[src/rtl/wide_add_if.sv]
// Host-side handshake and operand/result bus for wide_add_sequencer.
// Carries the ovf result only when WIDE_ADD_OVF_EN is defined.
interface wide_add_if #(
    parameter int WIDTH      = 4,
    parameter int NUM_CHUNKS = 4
);
    localparam int TW = WIDTH * NUM_CHUNKS;

    logic          start;
    logic [TW-1:0] a;
    logic [TW-1:0] b;
    logic          cin;
    logic          busy;
    logic          done;
    logic [TW-1:0] sum;
    logic          cout;
`ifdef WIDE_ADD_OVF_EN
    logic          ovf;

    modport master (output start, a, b, cin, input busy, done, sum, cout, ovf);
    modport slave  (input start, a, b, cin, output busy, done, sum, cout, ovf);
`else
    modport master (output start, a, b, cin, input busy, done, sum, cout);
    modport slave  (input start, a, b, cin, output busy, done, sum, cout);
`endif
endinterface

[src/rtl/wide_add_sequencer.sv]
// Adds two WIDTH*NUM_CHUNKS-bit operands one WIDTH-bit chunk per clock, LSB chunk first.
// Optional signed-overflow output enabled by defining WIDE_ADD_OVF_EN.
module wide_add_sequencer #(
    parameter int WIDTH      = 4,
    parameter int NUM_CHUNKS = 4
) (
    input  logic         clk,
    input  logic         rst,
    wide_add_if.slave    bus
);
    localparam int TW   = WIDTH * NUM_CHUNKS;
    localparam int IDXW = (NUM_CHUNKS > 1) ? $clog2(NUM_CHUNKS) : 1;
    localparam logic [IDXW-1:0] LAST_IDX = IDXW'(NUM_CHUNKS - 1);

    typedef enum logic [1:0] {IDLE, ADD, DONE} state_t;

    state_t          state;
    logic [IDXW-1:0] idx;
    logic            carry;
    logic [TW-1:0]   a_q;
    logic [TW-1:0]   b_q;
    logic [TW-1:0]   acc;
    logic            busy_q;
    logic            done_q;
    logic [TW-1:0]   sum_q;
    logic            cout_q;

    logic [WIDTH:0]   slice;
    logic [WIDTH-1:0] s;
    logic             c;
    logic             ovf_bit;

    // Operands shift right and the accumulator fills from the top, so the
    // current chunk is always at bit 0 and chunk idx lands at [idx*WIDTH +: WIDTH].
    always_comb begin
        slice   = {1'b0, a_q[WIDTH-1:0]} + {1'b0, b_q[WIDTH-1:0]}
                + {{WIDTH{1'b0}}, carry};
        s       = slice[WIDTH-1:0];
        c       = slice[WIDTH];
        ovf_bit = a_q[WIDTH-1] ^ b_q[WIDTH-1] ^ s[WIDTH-1] ^ c;
    end

    always_ff @(posedge clk or negedge rst) begin
        if (!rst) begin
            state  <= IDLE;
            idx    <= '0;
            carry  <= 1'b0;
            a_q    <= '0;
            b_q    <= '0;
            acc    <= '0;
            busy_q <= 1'b0;
            done_q <= 1'b0;
            sum_q  <= '0;
            cout_q <= 1'b0;
        end else begin
            case (state)
                IDLE, DONE: begin
                    done_q <= 1'b0;
                    if (bus.start) begin
                        a_q    <= bus.a;
                        b_q    <= bus.b;
                        carry  <= bus.cin;
                        idx    <= '0;
                        busy_q <= 1'b1;
                        state  <= ADD;
                    end else begin
                        state  <= IDLE;
                    end
                end
                ADD: begin
                    a_q   <= a_q >> WIDTH;
                    b_q   <= b_q >> WIDTH;
                    carry <= c;
                    acc   <= {s, acc[TW-1:WIDTH]};
                    if (idx == LAST_IDX) begin
                        sum_q  <= {s, acc[TW-1:WIDTH]};
                        cout_q <= c;
                        busy_q <= 1'b0;
                        done_q <= 1'b1;
                        state  <= DONE;
                    end else begin
                        idx <= idx + 1'b1;
                    end
                end
                default: state <= IDLE;
            endcase
        end
    end

`ifdef WIDE_ADD_OVF_EN
    logic ovf_q;

    always_ff @(posedge clk or negedge rst) begin
        if (!rst) begin
            ovf_q <= 1'b0;
        end else if (state == ADD && idx == LAST_IDX) begin
            ovf_q <= ovf_bit;
        end
    end

    assign bus.ovf = ovf_q;
`else
    logic unused_ovf;
    assign unused_ovf = ovf_bit;
`endif

    assign bus.busy = busy_q;
    assign bus.done = done_q;
    assign bus.sum  = sum_q;
    assign bus.cout = cout_q;
endmodule
[src/flat_wrapper.sv]
// flat-port wrapper written by rule: the top's interface ports become plain ports
module wide_add_sequencer_flat 
#(
    parameter int WIDTH      = 4,
    parameter int NUM_CHUNKS = 4
)
  (clk, rst, bus_start, bus_a, bus_b, bus_cin, bus_busy, bus_done, bus_sum, bus_cout);
  wide_add_if #(.WIDTH(WIDTH), .NUM_CHUNKS(NUM_CHUNKS)) bus_i ();
  input  logic clk;
  input  logic rst;
  input wire logic [$bits(bus_i.start)-1:0] bus_start;
  input wire logic [$bits(bus_i.a)-1:0] bus_a;
  input wire logic [$bits(bus_i.b)-1:0] bus_b;
  input wire logic [$bits(bus_i.cin)-1:0] bus_cin;
  output wire logic [$bits(bus_i.busy)-1:0] bus_busy;
  output wire logic [$bits(bus_i.done)-1:0] bus_done;
  output wire logic [$bits(bus_i.sum)-1:0] bus_sum;
  output wire logic [$bits(bus_i.cout)-1:0] bus_cout;
  assign bus_i.start = bus_start;
  assign bus_i.a = bus_a;
  assign bus_i.b = bus_b;
  assign bus_i.cin = bus_cin;
  assign bus_busy = bus_i.busy;
  assign bus_done = bus_i.done;
  assign bus_sum = bus_i.sum;
  assign bus_cout = bus_i.cout;
  wide_add_sequencer #(.WIDTH(WIDTH), .NUM_CHUNKS(NUM_CHUNKS)) u_core (.clk(clk), .rst(rst), .bus(bus_i));
endmodule
[config.mk]
export PLATFORM = sky130hd
export DESIGN_NAME = wide_add_sequencer_flat
export DESIGN_NICKNAME = d
export VERILOG_FILES = /design/src/rtl/wide_add_if.sv /design/src/rtl/wide_add_sequencer.sv /design/src/flat_wrapper.sv
export SDC_FILE = /design/constraint.sdc
export NUM_CORES = 1
export LEC_CHECK = 0
export ABC_AREA = 1
export CORE_MARGIN = 2
export CORE_UTILIZATION = 51
export DETAILED_ROUTE_END_ITERATION = 6
export PLACE_DENSITY_LB_ADDON = 0.25
export SKIP_LAST_GASP = 1
export SLEW_MARGIN = 20
export SYNTH_ARGS = -nofsm -noshare
export SYNTH_HDL_FRONTEND = slang
export SYNTH_SLANG_ARGS = --single-unit
[constraint.sdc]
create_clock -name clk -period 2.3 [get_ports clk]
set_input_delay 0.345 -clock clk [delete_from_list [all_inputs] [get_ports clk]]
set_output_delay 0.345 -clock clk [all_outputs]
set_load 0.005 [all_outputs]
==> summary.md <==
| Metric | Value |
|---|---|
| Post-layout util | 66.0% |
| Clk sink count | 68 |
| Crit share post-route | 77.4% |
| Total global routing overflow | 0 |
| H-tree depth | 3 |
| DRC Markers | 0 |
| Period minus WS final | 1.78 ns |
| Clock transition at the registers of the reported paths | 0.07 ns |
| Hold buffers post-CTS | 0 |
| Int Pwr | 2980 uW |
| Reg2reg start | u_core.b_q[0]$_DFFE_PN0P_ |
| Crit path DAT | 2.00 ns |
| CP startpoint kind | register |
| Die H | 79.0 microns |
| CP Max Fanout | 2 |
| Async SR Flop Fraction | 100% |
| Setup CP Type | register to register |
| Status | finished clean |
| Max Clk Rate | 562 MHz |
| Synth Instances | 322 |
| Postcts setup bufs | 0 |
| Initial DRC Count | 172 |
| CTS tree | yes |
| Hold Fails Final Rpt | 0 |
| Register area share after synthesis | 59.3% |
| First-pass GRT wire length | 8930 microns |
| Power per Cell Area | 1310 nW/um^2 |
| Port buffer count | 54 |
| Reg power frac | 43.0% |
| Least-Margin Pin Slew | 0.524 ns |
| Core footprint | 5470 sq um |
| Initial core utilization | 52.4% |
| Total of max-cap violations | 0 |
| Syn. warnings | 0 |
| Total CTS buffers | 9 |
| CP startpoint | u_core.b_q[0]$_DFFE_PN0P_ |
| Peak VDD IR | 564 uV |
| Antenna viol nets, final | 0 |
| Worst Hold Class | input pin to async pin |
| Net Sw Power | 1750 uW |
| Die width | 79.0 microns |
| Final estimated routing congestion in global placement | 0.754 |
| Num ports | 55 |
| Synth top area share | 59.3% |
| Worst slew margin | 65.0% |
| Sw frac | 37.0% |
| Area grow syn2layout | 25.9% |
| Ys flop type | dfrtp_1 |
| N_diodes | 0 |
| Via/cell ratio | 4.84 |
| Synth top area cells | dfrtp_1 (59%), nand2_1 (20%), nand3_1 (5.4%), o21ai_0 (3.8%), inv_1 (2.4%) |
| Clk pwr share | 17.9% |
| Die footprint | 6240 sq um |
| Top cells by count, synth | nand2_1 (149), dfrtp_1 (68), nand3_1 (31) |
| Count of different cell masters after synthesis | 21 |
| Row cnt | 27 |
| Worst-Skew Late Latency | 0.34 ns |
| CTS resizes | 0 |
| Routed WL | 5070 microns |
| Layout cells sized above 1 | 6.60% |
| 1st-pass router iterations | 5 |
| Syn Area/Cell | 8.91 sq um |
| CP Data Required Time | 2.52 ns |
| Total power | 4730 uW |
| Detailed Place HPWL | 3410 microns |
| RSZ-0062 raised after global routing | false |
| Max Transition Viols Final | 0 |
| Root Driver | clkbuf_8 |
| Crit end category | register |
| Most numerous cell in the Yosys netlist | nand2_1 |
| Pleak | 0.00179 uW |
| Synth area leader | dfrtp_1 |
| Placed cell area | 3440 sq um |
| # setup viols final | 0 |
| Avg WL per Cell | 11.2 microns |
| Pin count of the biggest net entering global routing | 69 |
| Vias in the first global route | 2,027 |
| Nets@finish | 417 |
| #FFs+latches synth | 68 |
| Syn_nets | 364 |
| Vias | 2,185 |
| Mapped Area | 2870 sq um |
| Logic pwr share | 39.1% |
| Setup TNS | 0 ns |
| Setup Skew | 0.00882 ns |
| Initial antenna violation count | 0 |
| Post-synth EDFFs | 0 |
| Max clock buf depth | 2 |
| Cell area after layout | 3610 sq um |
| Total GRT Usage | 18.5% |
-- layout make-up --
type	count	area (sq um)
clock buffers	13	159
clock inverters	2	10.0
fillers	490	1860
inverters	22	82.6
multi-input cells	218	1000
flip-flops and latches	68	1700
well taps	72	90.1
repair buffers	56	563
-- path summary, 6_finish.rpt --
check | endpoint | slack [ns] | depth (start not counted)
worst min register to register | u_core.bus.sum[1]$_DFFE_PN0P_ | 0.47 | 2
worst min-delay path | u_core.bus.sum[3]$_DFFE_PN0P_ | 0.01 | 2
min in group clk | u_core.bus.sum[1]$_DFFE_PN0P_ | 0.47 | 2
worst max-delay path | u_core.carry$_DFFE_PN0P_ | 0.52 | 6
worst max register to register | u_core.carry$_DFFE_PN0P_ | 0.52 | 6
max in group asynchronous | u_core.acc[5]$_DFFE_PN0P_ | 1.98 | 2
-- through the flow --
| step | setup WS [ns] | instances | hold slack (ns) |
|---|---|---|---|
| after floorplan | 0.642 | 322 | 0.0494 |
| after global placement | 0.575 | 436 | 0.393 |
| after detailed placement | 0.527 | 436 | 0.391 |
| after CTS | 0.510 | 451 | 0.0299 |
| after global routing | 0.418 | 451 | 0.0515 |
| final | 0.519 | 451 | 0.0109 |
-- layout by cell type (no fill, tap or decap) --
master / n
nand3_1: 31
clkinv_2: 2
buf_2: 1
o211ai_1: 1
buf_12: 1
o21bai_1: 1
inv_1: 18
o21ai_0: 22
a21oi_1: 2
ha_1: 4
o21ai_2: 2
nand2_1: 149
inv_2: 4
fa_1: 2
nand2_4: 1
clkdlybuf4s50_1: 53
nor2_8: 1
clkbuf_1: 2
nand2_2: 1
clkbuf_8: 11
dfrtp_1: 68
buf_4: 1
xor2_1: 1
-- cells by family after synthesis --
group	count (synthesis)	share of synthesized area (%)
buffers and inverters	36	5.67
flip-flops	68	59.3
XOR/XNOR	1	0.305
AND/OR/NAND/NOR	183	26.2
AO/OA/AOI/OAI	28	5.32
adder cells (fa/ha/maj)	6	3.14
-- layer usage --
metal,part of all wire [%],up-vias,track usage [%]
met4,2.0,0,9.31
met3,4.7,10,3.52
li1,-,1112,-
met5,0,-,0
met2,48,59,30.0
met1,45,1004,23.9
-- registers in the layout, summed over array words and instances (netlist names) --
signal / cells
u_core.bus.busy: 1
u_core.carry: 1
u_core.state: 2
u_core.b_q: 16
u_core.acc: 12
u_core.a_q: 16
u_core.idx: 2
u_core.bus.cout: 1
u_core.bus.sum: 16
u_core.bus.done: 1
-- critical path: stages, from the launching register on --
cell      delay (ns)
dfrtp_1         0.41
fa_1            0.47
fa_1            0.42
a21oi_1         0.17
o21bai_1        0.09
nand2_1         0.06
nand2_1         0.04
-- power by group through the flow --
stage               clock network, uW  registers [uW]  logic [uW]
global route                      921            2100        2160
detailed placement                  0            2050        1880
global placement                    0            2030        1820
finish                            847            2030        1850
floorplan                           0            2000        1290
CTS                               868            2040        1890
(Power assumes the default switching activity.)
